File: src/rtl/pwm_pkg.sv
// Shared types and default sizing for the dead-time PWM block.
package pwm_pkg;

    localparam int DEF_WIDTH = 11;
    localparam int DEF_NCH   = 4;
    localparam int DEF_DTW   = 6;

    // Per-channel output phase: settled low, settled high, or a dead window
    // heading up (towards HI) or down (towards LO).
    typedef enum logic [1:0] {
        LO    = 2'd0,
        HI    = 2'd1,
        DT_UP = 2'd2,
        DT_DN = 2'd3
    } dt_state_t;

endpackage

File: src/rtl/pwm_dt_chan.sv
// One PWM channel: turns the raw compare bit into a complementary pair with
// a programmable dead window between the high-side and low-side phases.
module pwm_dt_chan
    import pwm_pkg::*;
#(
    parameter int DTW = DEF_DTW
) (
    input  logic           clk,
    input  logic           rst,
    input  logic           en,
    input  logic           raw,
    input  logic [DTW-1:0] deadtime,
    output logic           pwm_hi,
    output logic           pwm_lo
);

    dt_state_t      state;
    dt_state_t      state_nxt;
    logic [DTW-1:0] dcnt;
    logic [DTW-1:0] dcnt_nxt;
    logic           dt_zero;
    logic [DTW-1:0] reload;

    assign dt_zero = (deadtime == '0);
    assign reload  = deadtime - 1'b1;

    // Next phase: a raw change opens a dead window (or switches directly when
    // the dead time is zero); a reversal inside a window restarts it.
    always_comb begin
        state_nxt = state;
        dcnt_nxt  = dcnt;
        case (state)
            LO: begin
                if (raw) begin
                    if (dt_zero) begin
                        state_nxt = HI;
                    end else begin
                        state_nxt = DT_UP;
                        dcnt_nxt  = reload;
                    end
                end
            end
            HI: begin
                if (!raw) begin
                    if (dt_zero) begin
                        state_nxt = LO;
                    end else begin
                        state_nxt = DT_DN;
                        dcnt_nxt  = reload;
                    end
                end
            end
            DT_UP: begin
                if (!raw) begin
                    if (dt_zero) begin
                        state_nxt = LO;
                    end else begin
                        state_nxt = DT_DN;
                        dcnt_nxt  = reload;
                    end
                end else if (dcnt == '0) begin
                    state_nxt = HI;
                end else begin
                    dcnt_nxt = dcnt - 1'b1;
                end
            end
            DT_DN: begin
                if (raw) begin
                    if (dt_zero) begin
                        state_nxt = HI;
                    end else begin
                        state_nxt = DT_UP;
                        dcnt_nxt  = reload;
                    end
                end else if (dcnt == '0) begin
                    state_nxt = LO;
                end else begin
                    dcnt_nxt = dcnt - 1'b1;
                end
            end
            default: begin
                state_nxt = LO;
                dcnt_nxt  = '0;
            end
        endcase
    end

    // Phase register plus registered, mutually exclusive outputs gated by en.
    always_ff @(posedge clk) begin
        if (rst) begin
            state  <= LO;
            dcnt   <= '0;
            pwm_hi <= 1'b0;
            pwm_lo <= en;
        end else begin
            state  <= state_nxt;
            dcnt   <= dcnt_nxt;
            pwm_hi <= en && (state_nxt == HI);
            pwm_lo <= en && (state_nxt == LO);
        end
    end

endmodule

File: src/rtl/pwm_dt_multi.sv
// Multi-channel PWM: one shared period counter, double-buffered duty words
// that switch only at the period boundary, and a dead-time stage per channel.
module pwm_dt_multi
    import pwm_pkg::*;
#(
    parameter int WIDTH = DEF_WIDTH,
    parameter int NCH   = DEF_NCH,
    parameter int DTW   = DEF_DTW
) (
    input  logic               clk,
    input  logic               rst,
    input  logic               en,
    input  logic [NCH*WIDTH-1:0] duty,
    input  logic               upd,
    input  logic [DTW-1:0]     deadtime,
    output logic [NCH-1:0]     PWM_sig,
    output logic [NCH-1:0]     PWM_sig_n,
    output logic               upd_busy,
    output logic               period_start
);

    localparam logic [WIDTH-1:0] CNT_MAX = '1;

    logic [WIDTH-1:0] cnt;
    logic [WIDTH-1:0] pending [NCH];
    logic [WIDTH-1:0] active  [NCH];
    logic [NCH-1:0]   raw;
    logic             wrap;

    assign wrap         = (cnt == CNT_MAX);
    assign period_start = !rst && (cnt == '0);

    // Free-running period counter, wraps naturally at 2^WIDTH.
    always_ff @(posedge clk) begin
        if (rst) begin
            cnt <= '0;
        end else begin
            cnt <= cnt + 1'b1;
        end
    end

    // Duty double buffer: the wrap transfer uses the old pending words, and a
    // strobe in that same cycle re-arms the buffer for the following wrap.
    always_ff @(posedge clk) begin
        if (rst) begin
            for (int i = 0; i < NCH; i++) begin
                pending[i] <= '0;
                active[i]  <= '0;
            end
            upd_busy <= 1'b0;
        end else begin
            if (wrap && upd_busy) begin
                for (int i = 0; i < NCH; i++) begin
                    active[i] <= pending[i];
                end
                upd_busy <= 1'b0;
            end
            if (upd) begin
                for (int i = 0; i < NCH; i++) begin
                    pending[i] <= duty[i*WIDTH +: WIDTH];
                end
                upd_busy <= 1'b1;
            end
        end
    end

    // Registered compare of the counter against each active duty word.
    always_ff @(posedge clk) begin
        if (rst) begin
            raw <= '0;
        end else begin
            for (int i = 0; i < NCH; i++) begin
                raw[i] <= (cnt < active[i]);
            end
        end
    end

    for (genvar g = 0; g < NCH; g++) begin : g_chan
        pwm_dt_chan #(
            .DTW(DTW)
        ) u_chan (
            .clk     (clk),
            .rst     (rst),
            .en      (en),
            .raw     (raw[g]),
            .deadtime(deadtime),
            .pwm_hi  (PWM_sig[g]),
            .pwm_lo  (PWM_sig_n[g])
        );
    end

endmodule

File: config.mk
export PLATFORM = sky130hd
export DESIGN_NAME = pwm_dt_multi
export DESIGN_NICKNAME = d
export VERILOG_FILES = /design/src/rtl/pwm_pkg.sv /design/src/rtl/pwm_dt_chan.sv /design/src/rtl/pwm_dt_multi.sv
export SDC_FILE = /design/constraint.sdc
export NUM_CORES = 1
export LEC_CHECK = 0
export ABC_CLOCK_PERIOD_IN_PS = 3400
export BUFFER_PORTS_ARGS = -buffer_cell sky130_fd_sc_hd__clkbuf_2
export CORE_MARGIN = 2
export CORE_UTILIZATION = 24
export DETAILED_ROUTE_END_ITERATION = 8
export PLACE_DENSITY = 0.5
export SLEW_MARGIN = 20
export SYNTH_ARGS = -nofsm -noshare
export SYNTH_HDL_FRONTEND = slang
export SYNTH_SLANG_ARGS = --single-unit
export TNS_END_PERCENT = 5
File: constraint.sdc
create_clock -name clk -period 3.4 [get_ports clk]
set_input_delay 1.02 -clock clk [delete_from_list [all_inputs] [get_ports clk]]
set_output_delay 1.02 -clock clk [all_outputs]
set_load 0.02 [all_outputs]
; ---- Word level (Yosys, flattened, before mapping)
; Memories as Yosys holds them, arrays and structs flattened.
; Cells that the tools add are included.
[totals]
memories = 2
ram_bits = 88
input_bits = 54
regBits = 56
[op_classes]
order_cmp = 4
addsub = 6
eq_ne = 25
reduce_logical = 30
bitwise = 8
muxes = 80
[mem_list]
columns = memory, depth, word_bits, rd, rd_clocked_by_memory_dff, write_ports, line_no
row1 = active, 4, 11, 4, 0, 4, pwm_dt_multi.sv:26  ; logic [WIDTH-1:0] active [NCH];
row2 = pending, 4, 11, 4, 0, 4, pwm_dt_multi.sv:25  ; logic [WIDTH-1:0] pending [NCH];
[op_table]
columns = operator, count
row1 = $mux W6, 24
row2 = $pmux W6 S4, 4
row3 = $mux W11, 8
row4 = $mux W2, 26
row5 = $lt A11 B11 Y1, 4
row6 = $pmux W2 S4, 4
row7 = $logic_not A6 Y1, 5
row8 = $sub A6 B1 Y6 const B, 5
row9 = $eq A2 B1 Y1 const B, 8
row10 = $eq A2 B2 Y1 const B, 8
row11 = $logic_not A2 Y1, 8
row12 = $ne A2 B2 Y1 const B, 8
row13 = $mux W1, 14
row14 = $add A11 B1 Y11 const B, 1
row15 = $eq A11 B11 Y1 const B, 1
row16 = $logic_not A11 Y1, 1
row17 = $logic_and A1 B1 Y1, 10
row18 = $or A1 B1 Y1, 8
row19 = $reduce_and A2 Y1, 4
row20 = $reduce_bool A2 Y1, 1
row21 = $logic_not A1 Y1, 1

; ---- Depth between registers and ports, before layout
[logic_depth]
word_depth = 7
depth_mapped = 9

; ---- Hierarchy
; From an unflattened synthesis, not the netlist that was laid out.
[hier_totals]
hier_cells = 846
hier_area_um2 = 8359.3
[by_module_without_submodules]
columns = module, area_each_um2, cells_each, n_inst
row1 = pwm_dt_multi, 5311.3, 454, 1
row2 = pwm_dt_chan, 762.0, 98, 4

; ---- Least setup slack after synthesis
; OpenSTA, ideal clock, no wires.
[synth_path]
path_type = input to output
startpoint = in rst
endpoint = out period_start
n_path_buf = 2
arrival_time_ns = 2.278
t_required_ns = 2.380
path_slack_ns = 0.102
path_stages = 5
path_cell_list = clkbuf_1 > clkbuf_1 > nor4_1 > nand2_1 > nor4_1
[synth_between]
elab_chain_cells = 2
[synth_lines]
columns = element, line_no
row1 = start: declaration, pwm_dt_multi.sv:11  ; input logic rst,
row2 = $logic_not A1 Y1, pwm_dt_multi.sv:31  ; assign period_start = !rst && (cnt == '0);
row3 = $logic_and A1 B1 Y1, pwm_dt_multi.sv:31
row4 = end: declaration, pwm_dt_multi.sv:19  ; output logic period_start
; Every way passes these cells.

; ---- Worst setup path after layout
[layout_path]
startpoint = reg cnt[0]
endpoint = out period_start
[layout_between]
elab_chain_cells = 2
[layout_lines]
columns = element, line_no
row1 = start: declaration, pwm_dt_multi.sv:24  ; logic [WIDTH-1:0] cnt;
row2 = start signal: assignment, pwm_dt_multi.sv:38  ; cnt <= cnt + 1'b1;
row3 = $logic_not A11 Y1, pwm_dt_multi.sv:31
row4 = $logic_and A1 B1 Y1, pwm_dt_multi.sv:31
; Every way passes these cells.

==> results.sh <==
export IMPL_ys_top_cells_by_count="92 x and2_1, 88 x edfxtp_1, 57 x inv_1"
export IMPL_rr_worst_depth=6
export IMPL_antennaDiodeCount=0
export IMPL_period_share_pct=88.4
export IMPL_synth_edf_count=88
export IMPL_worst_pin_slew_ps=777
export IMPL_grt_pass1_wl_um=28300
export IMPL_critical_path_buf_inv_count=2
export IMPL_drtAntennaViolNets=0
export IMPL_min_to="cnt[0]"
export IMPL_num_fill_cells=3280
export IMPL_fin_skew_ps=13.1
export IMPL_numCtsBuffers=17
export IMPL_dp_hpwl_um=12000
export IMPL_power_frac_comb_pct=20.9
export IMPL_gr_total_overflow=0
export IMPL_yosysTopAreaCellShare_pct=34.5
export IMPL_cp_required_ps=2380
export IMPL_gp_congestion=0.798
export IMPL_clkLatencyLatePin_ps=420
export IMPL_layout_cells_non_filler=1230
export IMPL_dpl_cell_count=1198
export IMPL_portBuffers=63
export IMPL_die_w_um=183
export IMPL_area_growth_pct=17.7
export IMPL_path_class="reg2out"
export IMPL_yosys_warnings=0
export IMPL_dp_slack_ps=349
export IMPL_drt_iter0_drc=303
export IMPL_initial_core_util_pct=24.3
export IMPL_grt_usage_pct=10.9
export IMPL_antenna_found_initial=0
export IMPL_period_needed_ps=3010
export IMPL_ys_types=71
export IMPL_synth_ff_type="edfxtp_1"
export IMPL_hold_path_cell_count=1
export IMPL_async_flop_share_pct=0
export IMPL_fmax_ghz=0.333
export IMPL_cts_sinks=144
export IMPL_drv_slew=0
export IMPL_worstSetupEndpointType="output pin"
export IMPL_crit_chain="inv_1 -> ha_1 -> nor4b_1 -> nand2_1 -> nor4_1 -> clkbuf_2"
export IMPL_drv_cap=0
export IMPL_seqPwrFrac_pct=43.6
export IMPL_hold_violations=0
export IMPL_synth_seq_cells=144
export IMPL_r2r_start="cnt[5]"
export IMPL_setup_viol=0
export IMPL_tns_ps=0
export IMPL_vias=5516
export IMPL_relSlewSlack_pct=48.1
export IMPL_drcViolationCount=0
export IMPL_syn_nets=855
export IMPL_setup_slack_ps=393
export IMPL_grt_max_degree=45
export IMPL_ctsHoldBuffers=0
export IMPL_die_area_um2=33400
export IMPL_crit_path_max_incr_delay_ps=340
export IMPL_p_clk_share_pct=35.4
export IMPL_p_leak_nw=3.62
export IMPL_start_kind="flop"
export IMPL_post_cts_setup_buffer_count=0
export IMPL_routedWlPerCell_um=14.1
export IMPL_status="completed"
export IMPL_cts_tree="yes"
export IMPL_r2r_slack_ps=670
export IMPL_critPathMaxFanout=5
export IMPL_crit_family="simple AND/OR/NAND/NOR gates"
export IMPL_netSwitchingFraction_pct=31.3
export IMPL_synth_avg_cell_area_um2=10.2
export IMPL_hp_start="cnt[0]"
export IMPL_crit_arrival_ps=1990
export IMPL_peakVddDrop_v=0.000371
export IMPL_clk_pin_slew_ps=60
export IMPL_syn_area_um2=7660
export IMPL_ys_seq_area_share_pct=49.1
export IMPL_rows=65
export IMPL_core_um2=31500
export IMPL_fin_nets=920
export IMPL_firstDrtPassIters=4
export IMPL_ctsHtreeMaxLevel=4
export IMPL_pin_count=64
export IMPL_cts_root_buf="clkbuf_16"
export IMPL_fp_dieH_um=183
export IMPL_cts_max_path_buffers=2
export IMPL_synth_most_common_cell="and2_1"
export IMPL_synthTopCellsByArea="edfxtp_1 34%, dfxtp_1 15%, ha_1 8.3%, and2_1 7.5%, o21ai_0 2.8%"
export IMPL_grt_pass1_vias=5400
export IMPL_timing_rr_end="active[2][9]"
export IMPL_pwr_density_cell_nw_per_um2=563
export IMPL_rsz0062_at_grt="no"
export IMPL_synthCells=750
export IMPL_hp_class="reg2reg"
export IMPL_power_switching_mw=1.59
export IMPL_cts_resized=0
export IMPL_drive_gt1_share_pct=16.7
export IMPL_via_per_inst=4.48
export IMPL_yosysTopAreaCell="edfxtp_1"
export IMPL_p_int_mw=3.49
export IMPL_cp_slowest_cell="nor4_1"
export IMPL_routed_wl_um=17300
layer usage:
layer  wire, µm  global-route usage [%]
met1       8560                    14.7
met2       7780                    17.1
met3        759                    2.71
met4        226                    3.74
met5          0                       0
sequential cells by signal, indices dropped and copies added, names as in the netlist:
register              count
g_chan.u_chan.pwm_hi      4
upd_busy                  1
g_chan.u_chan.dcnt       24
raw                       4
active                   44
pending                  44
g_chan.u_chan.state       8
cnt                      11
g_chan.u_chan.pwm_lo      4
area by class of cell:
class	instances	area [µm²]	area share (%)
flip-flops and latches	144	3760	41.7
well taps	402	503	5.58
clock inverters	15	133	1.47
repair buffers	81	463	5.13
inverters	57	214	2.37
multi-input cells	514	3520	39.0
clock buffers	17	425	4.72
stage by stage:
| step | total power, mW | hold slack [ps] | area (µm²) | util, % |
|---|---|---|---|---|
| finish | 5.08 | 474 | 9020 | 28.7 |
| global route | 5.38 | 529 | 9020 | 28.7 |
| detailed placement | 3.31 | 458 | 8460 | 26.9 |
| CTS | 5.14 | 476 | 9020 | 28.7 |
| global placement | 3.32 | 441 | 8460 | 26.9 |
| floorplan | 3.03 | 430 | 7660 | - |
layout by cell type (no fill, tap or decap), types with 5 or more instances in the layout:
master     synthesis  final
and2_1            92     92
edfxtp_1          88     88
clkbuf_2           0     63
inv_1             57     57
dfxtp_1           56     56
ha_1              51     51
nor2_1            48     47
o21ai_0           43     43
a21oi_1           38     38
nand2_1           29     28
nor3_1            26     26
clkbuf_16          0     17
buf_4              8     17
nand3_1           14     14
nand2b_1          10     10
or3_1             10     10
xnor2_1           10     10
a211oi_1          10     10
o211ai_1           9      9
a31oi_1            8      8
xor2_1             7      7
nor4_1             7      7
a21o_1             7      7
and3_1             6      6
o32ai_1            6      6
clkinv_4           0      5
power groups by stage:
stage	registers (mW)	logic (mW)	clock network, mW
2_1_floorplan	2.17	0.863	0
3_3_place_gp	2.26	1.06	0
3_5_place_dp	2.25	1.06	0
4_1_cts	2.22	1.06	1.86
5_1_grt	2.25	1.21	1.93
6_report	2.22	1.06	1.80
worst max path at each step:
stage / from / endpoint / cells past startpoint
floorplan: rst / period_start / 5
global placement: rst / period_start / 5
detailed placement: rst / period_start / 5
global route: cnt[0] / period_start / 6
CTS: cnt[0] / period_start / 6
finish: cnt[0] / period_start / 6
logic make-up (layout without fill, tap and decap cells):
logic type               count (synthesis)  in the layout  synth area share, %
AND/OR/NAND/NOR                        272            272                 19.7
AO/OA/AOI/OAI                          168            168                 14.9
flip-flops                             144            144                 49.1
buffers and inverters                   92            170                 5.06
adder cells (fa/ha/maj)                 52             52                 8.46
XOR/XNOR                                18             18                 2.16
multiplexers                             4              4                0.588
Power figures use the tool's default switching activity.
